==> src/rtl/stream_pkg.sv <==
// Shared types and sizing helpers for the stream_tx link driver.
package stream_pkg;

    typedef enum logic [1:0] {
        IDLE = 2'd0,
        SEND = 2'd1,
        GAP  = 2'd2
    } tx_state_e;

    localparam int unsigned DEF_DATA_W  = 32;
    localparam int unsigned BURST_CNT_W = 8;
    localparam int unsigned TX_CNT_W    = 32;

    // Occupancy counter width: one extra bit so a full FIFO is representable.
    function automatic int unsigned cnt_w(input int unsigned depth);
        return $clog2(depth) + 1;
    endfunction

endpackage

==> src/rtl/sync_fifo.sv <==
// Single-clock FIFO with combinational head read and occupancy count.
module sync_fifo
    import stream_pkg::*;
#(
    parameter  int unsigned DATA_W     = DEF_DATA_W,
    parameter  int unsigned FIFO_DEPTH = 8,
    localparam int unsigned AW         = $clog2(FIFO_DEPTH),
    localparam int unsigned CW         = cnt_w(FIFO_DEPTH)
) (
    input  logic              clk,
    input  logic              reset_n,
    input  logic              wr_en,
    input  logic [DATA_W-1:0] wr_data,
    input  logic              rd_en,
    output logic [DATA_W-1:0] rd_data,
    output logic [CW-1:0]     count,
    output logic              full,
    output logic              empty
);

    logic [DATA_W-1:0] r_mem [FIFO_DEPTH];
    logic [AW-1:0]     r_wr_ptr;
    logic [AW-1:0]     r_rd_ptr;
    logic [CW-1:0]     r_count;
    logic              w_wr;
    logic              w_rd;

    assign full    = (r_count == CW'(FIFO_DEPTH));
    assign empty   = (r_count == '0);
    assign count   = r_count;
    assign rd_data = r_mem[r_rd_ptr];

    // A full FIFO refuses writes even when a read happens on the same edge.
    assign w_wr = wr_en && !full;
    assign w_rd = rd_en && !empty;

    always_ff @(posedge clk or negedge reset_n) begin
        if (!reset_n) begin
            r_wr_ptr <= '0;
            r_rd_ptr <= '0;
            r_count  <= '0;
        end else begin
            if (w_wr) begin
                r_wr_ptr <= r_wr_ptr + AW'(1);
            end
            if (w_rd) begin
                r_rd_ptr <= r_rd_ptr + AW'(1);
            end
            unique case ({w_wr, w_rd})
                2'b10:   r_count <= r_count + CW'(1);
                2'b01:   r_count <= r_count - CW'(1);
                default: r_count <= r_count;
            endcase
        end
    end

    // Storage needs no reset; pointers define which entries are live.
    always_ff @(posedge clk) begin
        if (w_wr) begin
            r_mem[r_wr_ptr] <= wr_data;
        end
    end

endmodule

==> src/rtl/stream_tx.sv <==
// Buffers upstream ready/valid words and drives them onto a valid-only link
// in bursts of BURST_LEN beats separated by GAP_CYC idle cycles.
module stream_tx
    import stream_pkg::*;
#(
    parameter  int unsigned DATA_W     = DEF_DATA_W,
    parameter  int unsigned FIFO_DEPTH = 8,
    parameter  int unsigned BURST_LEN  = 4,
    parameter  int unsigned GAP_CYC    = 2,
    localparam int unsigned CNT_W      = cnt_w(FIFO_DEPTH)
) (
    input  logic                clk,
    input  logic                reset_n,
    input  logic [DATA_W-1:0]   in_data,
    input  logic                in_vld,
    output logic                in_rdy,
    input  logic                enable,
    output logic [DATA_W-1:0]   data_out,
    output logic                data_vld,
    output logic [CNT_W-1:0]    fifo_cnt,
    output logic [TX_CNT_W-1:0] tx_cnt,
    output logic                busy
);

    localparam logic [BURST_CNT_W-1:0] LAST_BEAT = BURST_CNT_W'(BURST_LEN);
    localparam logic [BURST_CNT_W-1:0] LAST_GAP  =
        BURST_CNT_W'((GAP_CYC == 0) ? 0 : GAP_CYC - 1);

    tx_state_e              r_state;
    tx_state_e              w_state_nxt;
    logic [BURST_CNT_W-1:0] r_burst_cnt;
    logic [BURST_CNT_W-1:0] w_burst_nxt;
    logic [BURST_CNT_W-1:0] r_gap_cnt;
    logic [BURST_CNT_W-1:0] w_gap_nxt;
    logic [BURST_CNT_W-1:0] w_beat;

    logic [DATA_W-1:0]      r_data_out;
    logic                   r_data_vld;
    logic [TX_CNT_W-1:0]    r_tx_cnt;

    logic [DATA_W-1:0]      w_head;
    logic [CNT_W-1:0]       w_count;
    logic                   w_full;
    logic                   w_empty;
    logic                   w_pop;

    sync_fifo #(
        .DATA_W     (DATA_W),
        .FIFO_DEPTH (FIFO_DEPTH)
    ) u_fifo (
        .clk     (clk),
        .reset_n (reset_n),
        .wr_en   (in_vld),
        .wr_data (in_data),
        .rd_en   (w_pop),
        .rd_data (w_head),
        .count   (w_count),
        .full    (w_full),
        .empty   (w_empty)
    );

    assign w_pop    = enable && !w_empty && (r_state != GAP);
    assign in_rdy   = !w_full;
    assign fifo_cnt = w_count;
    assign busy     = (r_state != IDLE) || !w_empty;
    assign data_out = r_data_out;
    assign data_vld = r_data_vld;
    assign tx_cnt   = r_tx_cnt;

    always_ff @(posedge clk or negedge reset_n) begin
        if (!reset_n) begin
            r_state     <= IDLE;
            r_burst_cnt <= '0;
            r_gap_cnt   <= '0;
        end else begin
            r_state     <= w_state_nxt;
            r_burst_cnt <= w_burst_nxt;
            r_gap_cnt   <= w_gap_nxt;
        end
    end

    // Beat number the current pop completes; IDLE always starts a fresh burst.
    always_comb begin
        w_state_nxt = r_state;
        w_burst_nxt = r_burst_cnt;
        w_gap_nxt   = r_gap_cnt;
        w_beat      = (r_state == IDLE) ? BURST_CNT_W'(1)
                                        : r_burst_cnt + BURST_CNT_W'(1);
        unique case (r_state)
            IDLE, SEND: begin
                if (w_pop) begin
                    if (w_beat == LAST_BEAT) begin
                        w_burst_nxt = '0;
                        w_state_nxt = (GAP_CYC > 0) ? GAP : IDLE;
                    end else begin
                        w_burst_nxt = w_beat;
                        w_state_nxt = SEND;
                    end
                end
            end
            GAP: begin
                if (r_gap_cnt == LAST_GAP) begin
                    w_gap_nxt   = '0;
                    w_state_nxt = IDLE;
                end else begin
                    w_gap_nxt   = r_gap_cnt + BURST_CNT_W'(1);
                end
            end
            default: begin
                w_state_nxt = IDLE;
                w_burst_nxt = '0;
                w_gap_nxt   = '0;
            end
        endcase
    end

    // Link registers: data_out holds its last word between pops.
    always_ff @(posedge clk or negedge reset_n) begin
        if (!reset_n) begin
            r_data_out <= '0;
            r_data_vld <= 1'b0;
            r_tx_cnt   <= '0;
        end else begin
            r_data_vld <= w_pop;
            if (w_pop) begin
                r_data_out <= w_head;
                r_tx_cnt   <= r_tx_cnt + TX_CNT_W'(1);
            end
        end
    end

endmodule

==> config.mk <==
export PLATFORM = sky130hd
export DESIGN_NAME = stream_tx
export DESIGN_NICKNAME = d
export VERILOG_FILES = /design/src/rtl/stream_pkg.sv /design/src/rtl/sync_fifo.sv /design/src/rtl/stream_tx.sv
export SDC_FILE = /design/constraint.sdc
export NUM_CORES = 1
export LEC_CHECK = 0
export CORE_MARGIN = 2
export CORE_UTILIZATION = 35
export DETAILED_ROUTE_END_ITERATION = 12
export GPL_ROUTABILITY_DRIVEN = 0
export HOLD_SLACK_MARGIN = 0.12
export PLACE_DENSITY = 0.63
export SLEW_MARGIN = 10
export SYNTH_ARGS = -nofsm -noshare
export SYNTH_HDL_FRONTEND = slang
export SYNTH_SLANG_ARGS = --single-unit
==> constraint.sdc <==
create_clock -name clk -period 3.5 [get_ports clk]
set_input_delay 0.7 -clock clk [delete_from_list [all_inputs] [get_ports clk]]
set_output_delay 0.7 -clock clk [all_outputs]
set_load 0.03 [all_outputs]
# ---- Word-level counts from Yosys, hierarchy flattened
# Memories as Yosys holds them, arrays and structs flattened. A register that Yosys moved wholly into a read port is not among the register bits.
# Index checks and enable logic that the tools add are counted.
dict set report word_totals {
  ff_bits 61
  latch_bits 0
  ramBits 256
  mem_bits_ro 0
  inputBits 36
  word_cells 55
  mem_count 1
}
# name depth word_bits rd rd_ports_with_merged_regs wr line
set memory_table {}
lappend memory_table {u_fifo.r_mem 8 32 1 1 1 sync_fifo.sv:21} ;# logic [DATA_W-1:0] r_mem [FIFO_DEPTH];
dict set report classes {
  n_addsub 7
  n_mul 0
  n_div 0
  order_cmp 0
  eq_ne 10
  n_shift 0
  mux 13
  bitwise_logic 1
  reduce_logical 15
}
# operator n
set ops {}
lappend ops {{$add A32 B1 Y32 const B} 1}
lappend ops {{$mux W8} 4}
lappend ops {{$pmux W8 S2} 2}
lappend ops {{$add A8 B1 Y8 const B} 2}
lappend ops {{$eq A8 B1 Y1 const B} 1}
lappend ops {{$eq A8 B3 Y1 const B} 1}
lappend ops {{$pmux W4 S2} 1}
lappend ops {{$add A3 B1 Y3 const B} 2}
lappend ops {{$mux W2} 3}
lappend ops {{$add A4 B1 Y4 const B} 1}
lappend ops {{$eq A2 B1 Y1 const B} 2}
lappend ops {{$eq A2 B2 Y1 const B} 2}
lappend ops {{$eq A4 B4 Y1 const B} 1}
lappend ops {{$logic_and A1 B1 Y1} 4}
lappend ops {{$logic_not A4 Y1} 1}
lappend ops {{$ne A2 B2 Y1 const B} 2}
lappend ops {{$pmux W2 S2} 1}
lappend ops {{$reduce_and A2 Y1} 2}
lappend ops {{$reduce_bool A2 Y1} 2}
lappend ops {{$sub A4 B1 Y4 const B} 1}
lappend ops {{$logic_not A1 Y1} 3}
lappend ops {{$logic_not A2 Y1} 1}
lappend ops {{$mux W1} 2}
lappend ops {{$ne A2 B1 Y1 const B} 1}
lappend ops {{other kinds (3)} 3}

# ---- Longest topological paths before layout
# Gate-level depths: netlist of run 1.
dict set report logic_depth {
  depth_word 7
  mapped_depth 13
  mapped_depth_nobuf 10
}

# ---- By module
# A second synthesis of run 1 with hierarchy kept.
dict set report hier_totals {
  hier_cells 767
  hier_area_um2 14204.9
}
# mod instances cells_each area_each_um2 seq_area_each_um2
set by_module_without_submodules {}
lappend by_module_without_submodules {sync_fifo 1 437 10296.1 7937.6}
lappend by_module_without_submodules {stream_tx 1 330 3908.7 2077.0}

# ---- Worst setup path after synthesis of run 1
# Ideal clock, no wire load.
dict set report synth_path {
  path_kind {reg-to-reg}
  from {reg u_fifo.r_count[1], in the netlist u_fifo.count[1]}
  to {mem u_fifo.r_mem[0][0] in the netlist's numbering, enable pin}
  setup_ps 461
  t_arrival_ps 3691
  required_ps 3039
  setup_slack_ps -652
  path_stages_with_launch 6
  path_buffers 1
  synth_period_minus_slack_ps 4152
  cell_sequence {dfrtp_1 > buf_2 > or4b_2 > nand2_1 > or2_2 > nor3_1}
}
dict set report synth_via {
  elab_chain_len 5
}
# element line
set synth_rtl {}
lappend synth_rtl {{start, declared} sync_fifo.sv:24} ;# logic [CW-1:0] r_count;
lappend synth_rtl {{start signal, assigned} sync_fifo.sv:50} ;# 2'b10: r_count <= r_count + CW'(1);
lappend synth_rtl {{start signal, assigned} sync_fifo.sv:51} ;# 2'b01: r_count <= r_count - CW'(1);
lappend synth_rtl {{start signal, assigned} sync_fifo.sv:52} ;# default: r_count <= r_count;
lappend synth_rtl {{$eq A4 B4 Y1} sync_fifo.sv:28} ;# assign full = (r_count == CW'(FIFO_DEPTH));
lappend synth_rtl {{$logic_not A1 Y1} n/a}
lappend synth_rtl {{via in_rdy} stream_tx.sv:16} ;# output logic in_rdy,
lappend synth_rtl {{$logic_and A1 B1 Y1} sync_fifo.sv:34} ;# assign w_wr = wr_en && !full;
lappend synth_rtl {{$mux W1} sync_fifo.sv:59} ;# if (w_wr) begin
lappend synth_rtl {{$mux W1 (implied by the code)} sync_fifo.sv:60} ;# r_mem[r_wr_ptr] <= wr_data;
lappend synth_rtl {{end, declared} sync_fifo.sv:21}
# The timed path passes the listed nets, and every way through them passes these cells.

# ---- Final worst setup path of run 1
dict set report layout_path {
  from {reg u_fifo.r_count[2], in the netlist u_fifo.count[2]}
  to {out in_rdy}
}
dict set report layout_via {
  elab_chain_len 2
}
# element line
set layout_rtl {}
lappend layout_rtl {{$eq A4 B4 Y1} sync_fifo.sv:28}
lappend layout_rtl {{$logic_not A1 Y1} stream_tx.sv:63} ;# assign in_rdy = !w_full;
lappend layout_rtl {{end, declared} stream_tx.sv:16}
# Every way passes these cells.

==> out/metrics.json, run 1 <==
{
  "clock_network": {
    "clock_edge_transition_at_the_registers_on_the_reported_setup_and_hold_paths_ns": 0.06,
    "numCtsBuffers": 37,
    "cts.root.buffer_cell": "sky130_fd_sc_hd__clkbuf_16",
    "post_cts_buffers": 0,
    "clock_tree_from_tritoncts": "done",
    "clk_path_buf_depth": 3,
    "cts_max_level": 2,
    "insertion_delay_ns": 0.51,
    "holdBufCountCts": 0,
    "cts-resized-gates": 0,
    "cts.sink_count": 349
  },
  "critical_path": {
    "required_ns": 2.80,
    "setup.worst_path.end_class": "primary output",
    "stages_on_worst_setup_path": 2,
    "critical_path.top_delay_family": "simple AND/OR/NAND/NOR gates",
    "timing.critical_path.cells": "or4b_2, clkdlybuf4s50_1",
    "worstPathBufferInverterCount": 1,
    "cp_slowest_cell": "sky130_fd_sc_hd__or4b_2",
    "critical_path_class": "flip-flop to primary output",
    "rr_worst_depth": 9,
    "timing.critical_path.from_type": "flip-flop",
    "arrival_time_of_the_worst_setup_path_ns": 2.43,
    "worst-r2r-setup-slack_ns": 0.82,
    "timing.critical_path.fanout_max": 8,
    "crit_path_max_incr_delay_ns": 0.78
  },
  "global_route": {
    "globalRouteTotalUtil_pct": 13.8,
    "globalRoute.totalOverflow": 0,
    "first_global_vias": 7720,
    "grt_max_degree": 94,
    "grt_antenna_before_repair": 0,
    "grt_pass1_wl_um": 44200
  },
  "sta": {
    "achievable-frequency_mhz": 320,
    "final_min_period_over_clock_period_pct": 89.4,
    "slew_limit_fails": 0,
    "worst_slew_margin_rel_pct": 42.7,
    "hold_ws_ns": 0.226,
    "finalWorstPathRequiredPeriod_ns": 3.13,
    "setup-tns-final_ns": 0,
    "setup-violations-final": 0,
    "timing.final.ws_setup_ns": 0.371,
    "worst_clock_skew_ns": 0.0171,
    "tightest_slew_ns": 0.853,
    "rsz0062_at_grt": "false",
    "final_hold_viol_count": 0
  },
  "route": {
    "final_antenna_net_count": 0,
    "drc": 0,
    "detailedRoute.firstIterationViolations": 431,
    "detailroute.via_count": 7323,
    "first_pass_iters": 4,
    "vias_per_cell": 4.93,
    "wire_per_inst_um": 19.0,
    "final_routed_wirelength_across_all_metal_layers_um": 28200
  },
  "place": {
    "portBuffers": 106,
    "hpwl_after_dpl_um": 17500,
    "pre_cts_slack_ns": 0.722
  },
  "power": {
    "cellPowerDensity_nw_per_um2": 799,
    "p_leak_uw": 0.00591,
    "irDropWorstVdd_mv": 0.433
  },
  "synth": {
    "ys_types": 55,
    "synth_nets": 843,
    "synth.yosys.warnings": 0,
    "synth.ff_latch_count": 349,
    "synth-edff-count": 256,
    "proportion_of_netlist_area_held_by_the_largest_area_contributor_pct": 55.2,
    "synthesis.area_um2": 13900,
    "synth-async-reset-ratio_pct": 26.6,
    "share_of_the_yosys_chip_area_belonging_to_registers_pct": 72.0,
    "netlist_top_cells_count": "sky130_fd_sc_hd__edfxtp_1 (256), sky130_fd_sc_hd__dfrtp_1 (93), sky130_fd_sc_hd__mux4_2 (64), sky130_fd_sc_hd__nand2_1 (64), sky130_fd_sc_hd__o21ai_0 (44)",
    "synth_top_flop_cell": "sky130_fd_sc_hd__edfxtp_1",
    "yosysMostFrequentCell": "sky130_fd_sc_hd__edfxtp_1",
    "synth_cells": 798,
    "synth_area_leaders": "sky130_fd_sc_hd__edfxtp_1 (55%), sky130_fd_sc_hd__dfrtp_1 (17%), sky130_fd_sc_hd__mux4_2 (10%)",
    "library_cell_with_the_largest_summed_area_after_synthesis": "sky130_fd_sc_hd__edfxtp_1",
    "syn_avg_cell_area_um2": 17.4
  },
  "die": {
    "fp.coreArea_um2": 39500,
    "io_pins": 107,
    "initial_util_pct": 35.3,
    "die-width_um": 203,
    "fp-row-count": 73,
    "die_height_um": 203,
    "die_area_um2": 41400
  },
  "final_layout": {
    "total_inserted_antenna_cells": 0,
    "layout-area-overhead-vs-synth_pct": 22.4,
    "layout-drive-gt1-share_pct": 17.4,
    "postLayoutCoreUtil_pct": 43.2,
    "final_net_count": 976
  },
  "outcome": {
    "run_status": "finished, final reports clean"
  },
  "hold_path": {
    "type_of_the_worst_min_delay_path": "input pin to asynchronous set/reset pin"
  },
  "run": {
    "cap_violations": 0
  }
}
## where the power goes
group / internal, uW / switching, uW
clock: 2450 / 1540
sequential: 5240 / 601
combinational: 1790 / 2000
## state kept, by name (all words and copies together) (netlist names), 2 cells and up
register,cells
tx_cnt,32
r_state,2
u_fifo.r_wr_ptr,3
u_fifo.count,4
u_fifo.r_rd_ptr,3
r_gap_cnt,8
data_out,32
u_fifo.r_mem,256
r_burst_cnt,8
## worst paths after layout
path / to / startpoint
setup / recovery: in_rdy / u_fifo.count[2]
setup reg to reg: u_fifo.count[2] / u_fifo.count[2]
max in group asynchronous: u_fifo.r_rd_ptr[0] / reset_n
min in group clk: tx_cnt[31] / tx_cnt[31]
hold / removal: u_fifo.count[0] / reset_n
hold reg to reg: tx_cnt[31] / tx_cnt[31]
## per-stage QoR
step                total power [uW]  std cells  instance area (um2)
floorplan                       8310        798                13900
global placement                9730       1417                15800
detailed placement              9800       1417                15800
CTS                            13800       1484                17000
global route                   14300       1484                17000
finish                         13600       1484                17000
## layout by cell type, fill, tap and decap left out, types with 17 or more instances in the layout
| cell type | n |
|---|---|
| sky130_fd_sc_hd__buf_4 | 20 |
| sky130_fd_sc_hd__edfxtp_1 | 256 |
| sky130_fd_sc_hd__xnor2_1 | 24 |
| sky130_fd_sc_hd__dfrtp_1 | 90 |
| sky130_fd_sc_hd__o21ai_0 | 44 |
| sky130_fd_sc_hd__mux2i_1 | 34 |
| sky130_fd_sc_hd__nand3_1 | 17 |
| sky130_fd_sc_hd__clkbuf_16 | 39 |
| sky130_fd_sc_hd__xor2_1 | 21 |
| sky130_fd_sc_hd__nand2_1 | 64 |
| sky130_fd_sc_hd__clkdlybuf4s50_1 | 105 |
| sky130_fd_sc_hd__mux4_2 | 64 |
## area by class of cell
class                           instances  area (um2)
Tap cell                              525         657
Multi-Input combinational cell        404        3780
Clock buffer                           55        1090
Clock inverter                         12         171
Timing Repair Buffer                  129        1280
Sequential cell                       349       10000
Inverter                               10        37.5
Fill cell                            3501       22400
## cells by family after synthesis
| logic type | Yosys count | synth area share, % |
|---|---|---|
| compound gates | 77 | 3.45 |
| xor+xnor | 45 | 2.83 |
| fa+ha+maj | 10 | 0.881 |
| buf+inv | 45 | 1.35 |
| flops | 349 | 72.0 |
| mux | 100 | 13.0 |
| simple gates | 172 | 6.55 |
## routing by layer
layer | up-vias | track usage, % | part of all wire (%)
li1 | 3388 | - | -
met4 | 0 | 2.92 | 1.1
met3 | 24 | 2.68 | 5.8
met1 | 3737 | 19.4 | 45
met2 | 174 | 22.3 | 48
met5 | - | 0 | 0
Power figures use the tool's default switching activity.
==> run 2: changes to the inputs <==
CORE_ASPECT_RATIO = 1.4   (was not set)
CORE_MARGIN = not set   (was 2)
==> out/metrics.json, run 2 (synthesis gave the netlist of run 1 again) <==
{
  "hold_path": {
    "type_of_the_worst_min_delay_path": "input pin to asynchronous set/reset pin"
  },
  "run": {
    "cap_violations": 0
  },
  "power": {
    "cellPowerDensity_nw_per_um2": 779,
    "p_leak_uw": 0.00583,
    "seq_power_share_pct": 44.9,
    "p_int_uw": 9100,
    "irDropWorstVdd_mv": 0.425,
    "switching_power_uw": 4040,
    "p_sw_share_pct": 30.7,
    "share_comb_of_total_power_pct": 28.3,
    "clkPwrFrac_pct": 26.8
  },
  "critical_path": {
    "crit_start": "u_fifo.count[2]",
    "cp-endpoint": "in_rdy",
    "timing.critical_path.from_type": "flip-flop",
    "crit-reg2reg-capture": "u_fifo.count[2]",
    "worst-r2r-setup-slack_ns": 0.89,
    "required_ns": 2.80,
    "critical_path.top_delay_family": "simple AND/OR/NAND/NOR gates",
    "critical_path.reg2reg.startpoint": "u_fifo.count[2]",
    "timing.critical_path.fanout_max": 8,
    "worstPathBufferInverterCount": 1,
    "arrival_time_of_the_worst_setup_path_ns": 2.41,
    "critical_path_class": "flip-flop to primary output",
    "setup.worst_path.end_class": "primary output",
    "stages_on_worst_setup_path": 2,
    "cp_slowest_cell": "sky130_fd_sc_hd__or4b_2",
    "timing.critical_path.cells": "or4b_2, clkdlybuf4s50_1",
    "crit_path_max_incr_delay_ns": 0.77,
    "rr_worst_depth": 9
  },
  "final_layout": {
    "largest_register_ff_count": 256,
    "layout.cells.most_common_list": "sky130_fd_sc_hd__edfxtp_1 (256), sky130_fd_sc_hd__clkdlybuf4s50_1 (105), sky130_fd_sc_hd__dfrtp_1 (90), sky130_fd_sc_hd__nand2_1 (64), sky130_fd_sc_hd__mux4_2 (64)",
    "final_standard_cell_area_without_fillers_um2": 16900,
    "filler_cell_count": 3434,
    "final_net_count": 971,
    "final_cells": 1478,
    "layout-drive-gt1-share_pct": 16.6,
    "layout-area-overhead-vs-synth_pct": 21.2,
    "reg_with_most_ffs": "u_fifo.r_mem",
    "final_common_cell": "sky130_fd_sc_hd__edfxtp_1",
    "total_inserted_antenna_cells": 0
  },
  "clock_network": {
    "cts.root.buffer_cell": "sky130_fd_sc_hd__clkbuf_16",
    "cts.sink_count": 349,
    "clock_edge_transition_at_the_registers_on_the_reported_setup_and_hold_paths_ns": 0.06,
    "clock_tree_from_tritoncts": "done",
    "holdBufCountCts": 0,
    "cts-resized-gates": 0,
    "clk_path_buf_depth": 3,
    "numCtsBuffers": 34,
    "cts_max_level": 2,
    "post_cts_buffers": 0,
    "insertion_delay_ns": 0.51
  },
  "die": {
    "initial_util_pct": 35.4,
    "io_pins": 107,
    "die_height_um": 238,
    "fp-row-count": 86,
    "die-width_um": 171,
    "die_area_um2": 40600,
    "fp.coreArea_um2": 39300
  },
  "global_route": {
    "grt_pass1_wl_um": 43000,
    "global_route.usage.met2_pct": 25.3,
    "grt_max_degree": 73,
    "globalRoute.totalOverflow": 0,
    "first_global_vias": 7483,
    "globalRouteMet1Util_pct": 16.8,
    "grt_antenna_before_repair": 1,
    "gr-usage-met3_pct": 2.79,
    "busiest_layer": "met2",
    "globalRouteTotalUtil_pct": 14.0
  },
  "route": {
    "final_routed_wirelength_across_all_metal_layers_um": 28000,
    "detailedRoute.firstIterationViolations": 492,
    "wire_per_inst_um": 18.9,
    "vias_per_cell": 4.92,
    "drc": 0,
    "detailroute.via_count": 7268,
    "final_antenna_net_count": 0,
    "first_pass_iters": 4
  },
  "sta": {
    "final_hold_viol_count": 0,
    "timing.final.ws_setup_ns": 0.390,
    "rsz0062_at_grt": "false",
    "finalWorstPathRequiredPeriod_ns": 3.11,
    "setup-tns-final_ns": 0,
    "worst_slew_margin_rel_pct": 35.2,
    "worst_clock_skew_ns": 0.0186,
    "slew_limit_fails": 0,
    "final_min_period_over_clock_period_pct": 88.9,
    "tightest_slew_ns": 0.964,
    "achievable-frequency_mhz": 322,
    "hold_ws_ns": 0.291,
    "setup-violations-final": 0
  },
  "place": {
    "postPlaceCellArea_um2": 15800,
    "hpwl_after_dpl_um": 17100,
    "placedCellCount": 1418,
    "portBuffers": 106,
    "pre_cts_slack_ns": 0.708
  },
  "outcome": {
    "run_status": "finished, final reports clean"
  }
}
## run 2: how the worst min path moves through the flow
| stage | from | end | slack [ns] | cells after the start |
|---|---|---|---|---|
| finish | reset_n | r_burst_cnt[5] | 0.29 | 1 |
| global route | reset_n | r_burst_cnt[5] | 0.36 | 1 |
| CTS | reset_n | r_burst_cnt[5] | 0.32 | 1 |
| detailed placement | tx_cnt[31] | tx_cnt[31] | 0.46 | 1 |
| global placement | data_out[27] | data_out[27] | 0.46 | 2 |
| floorplan | reset_n | data_out[0] | 0.40 | 0 |
## run 2: through the flow
step	utilization (%)	total power [uW]
global placement	40.2	9750
floorplan	-	8310
detailed placement	40.2	9810
CTS	43.0	13300
global route	43.0	13800
finish	43.0	13100
## run 2: routing by layer
metal / up-vias / part of all wire [%] / routed length, um
met1: 3703 / 41 / 11500
met2: 152 / 52 / 14700
li1: 3369 / - / -
met4: 2 / 2.0 / 556
met3: 42 / 4.5 / 1260
met5: - / 0.047 / 13
## run 2: power groups by stage
| stage | Combinational (uW) | Clock (uW) | Sequential, uW |
|---|---|---|---|
| floorplan | 2210 | 0 | 6090 |
| global placement | 3780 | 0 | 5960 |
| CTS | 3820 | 3610 | 5910 |
| detailed placement | 3810 | 0 | 6000 |
| finish | 3720 | 3520 | 5900 |
| global route | 4030 | 3760 | 6000 |
## run 2: final cells by class
type                    instances  area, um2  share of cell area, %
flip-flops and latches        349      10000                   59.4
multi-input cells             404       3800                   22.5
repair buffers                127       1280                   7.58
clock buffers                  49        968                   5.74
well taps                     528        661                   3.92
clock inverters                11        105                  0.623
inverters                      10       37.5                  0.223
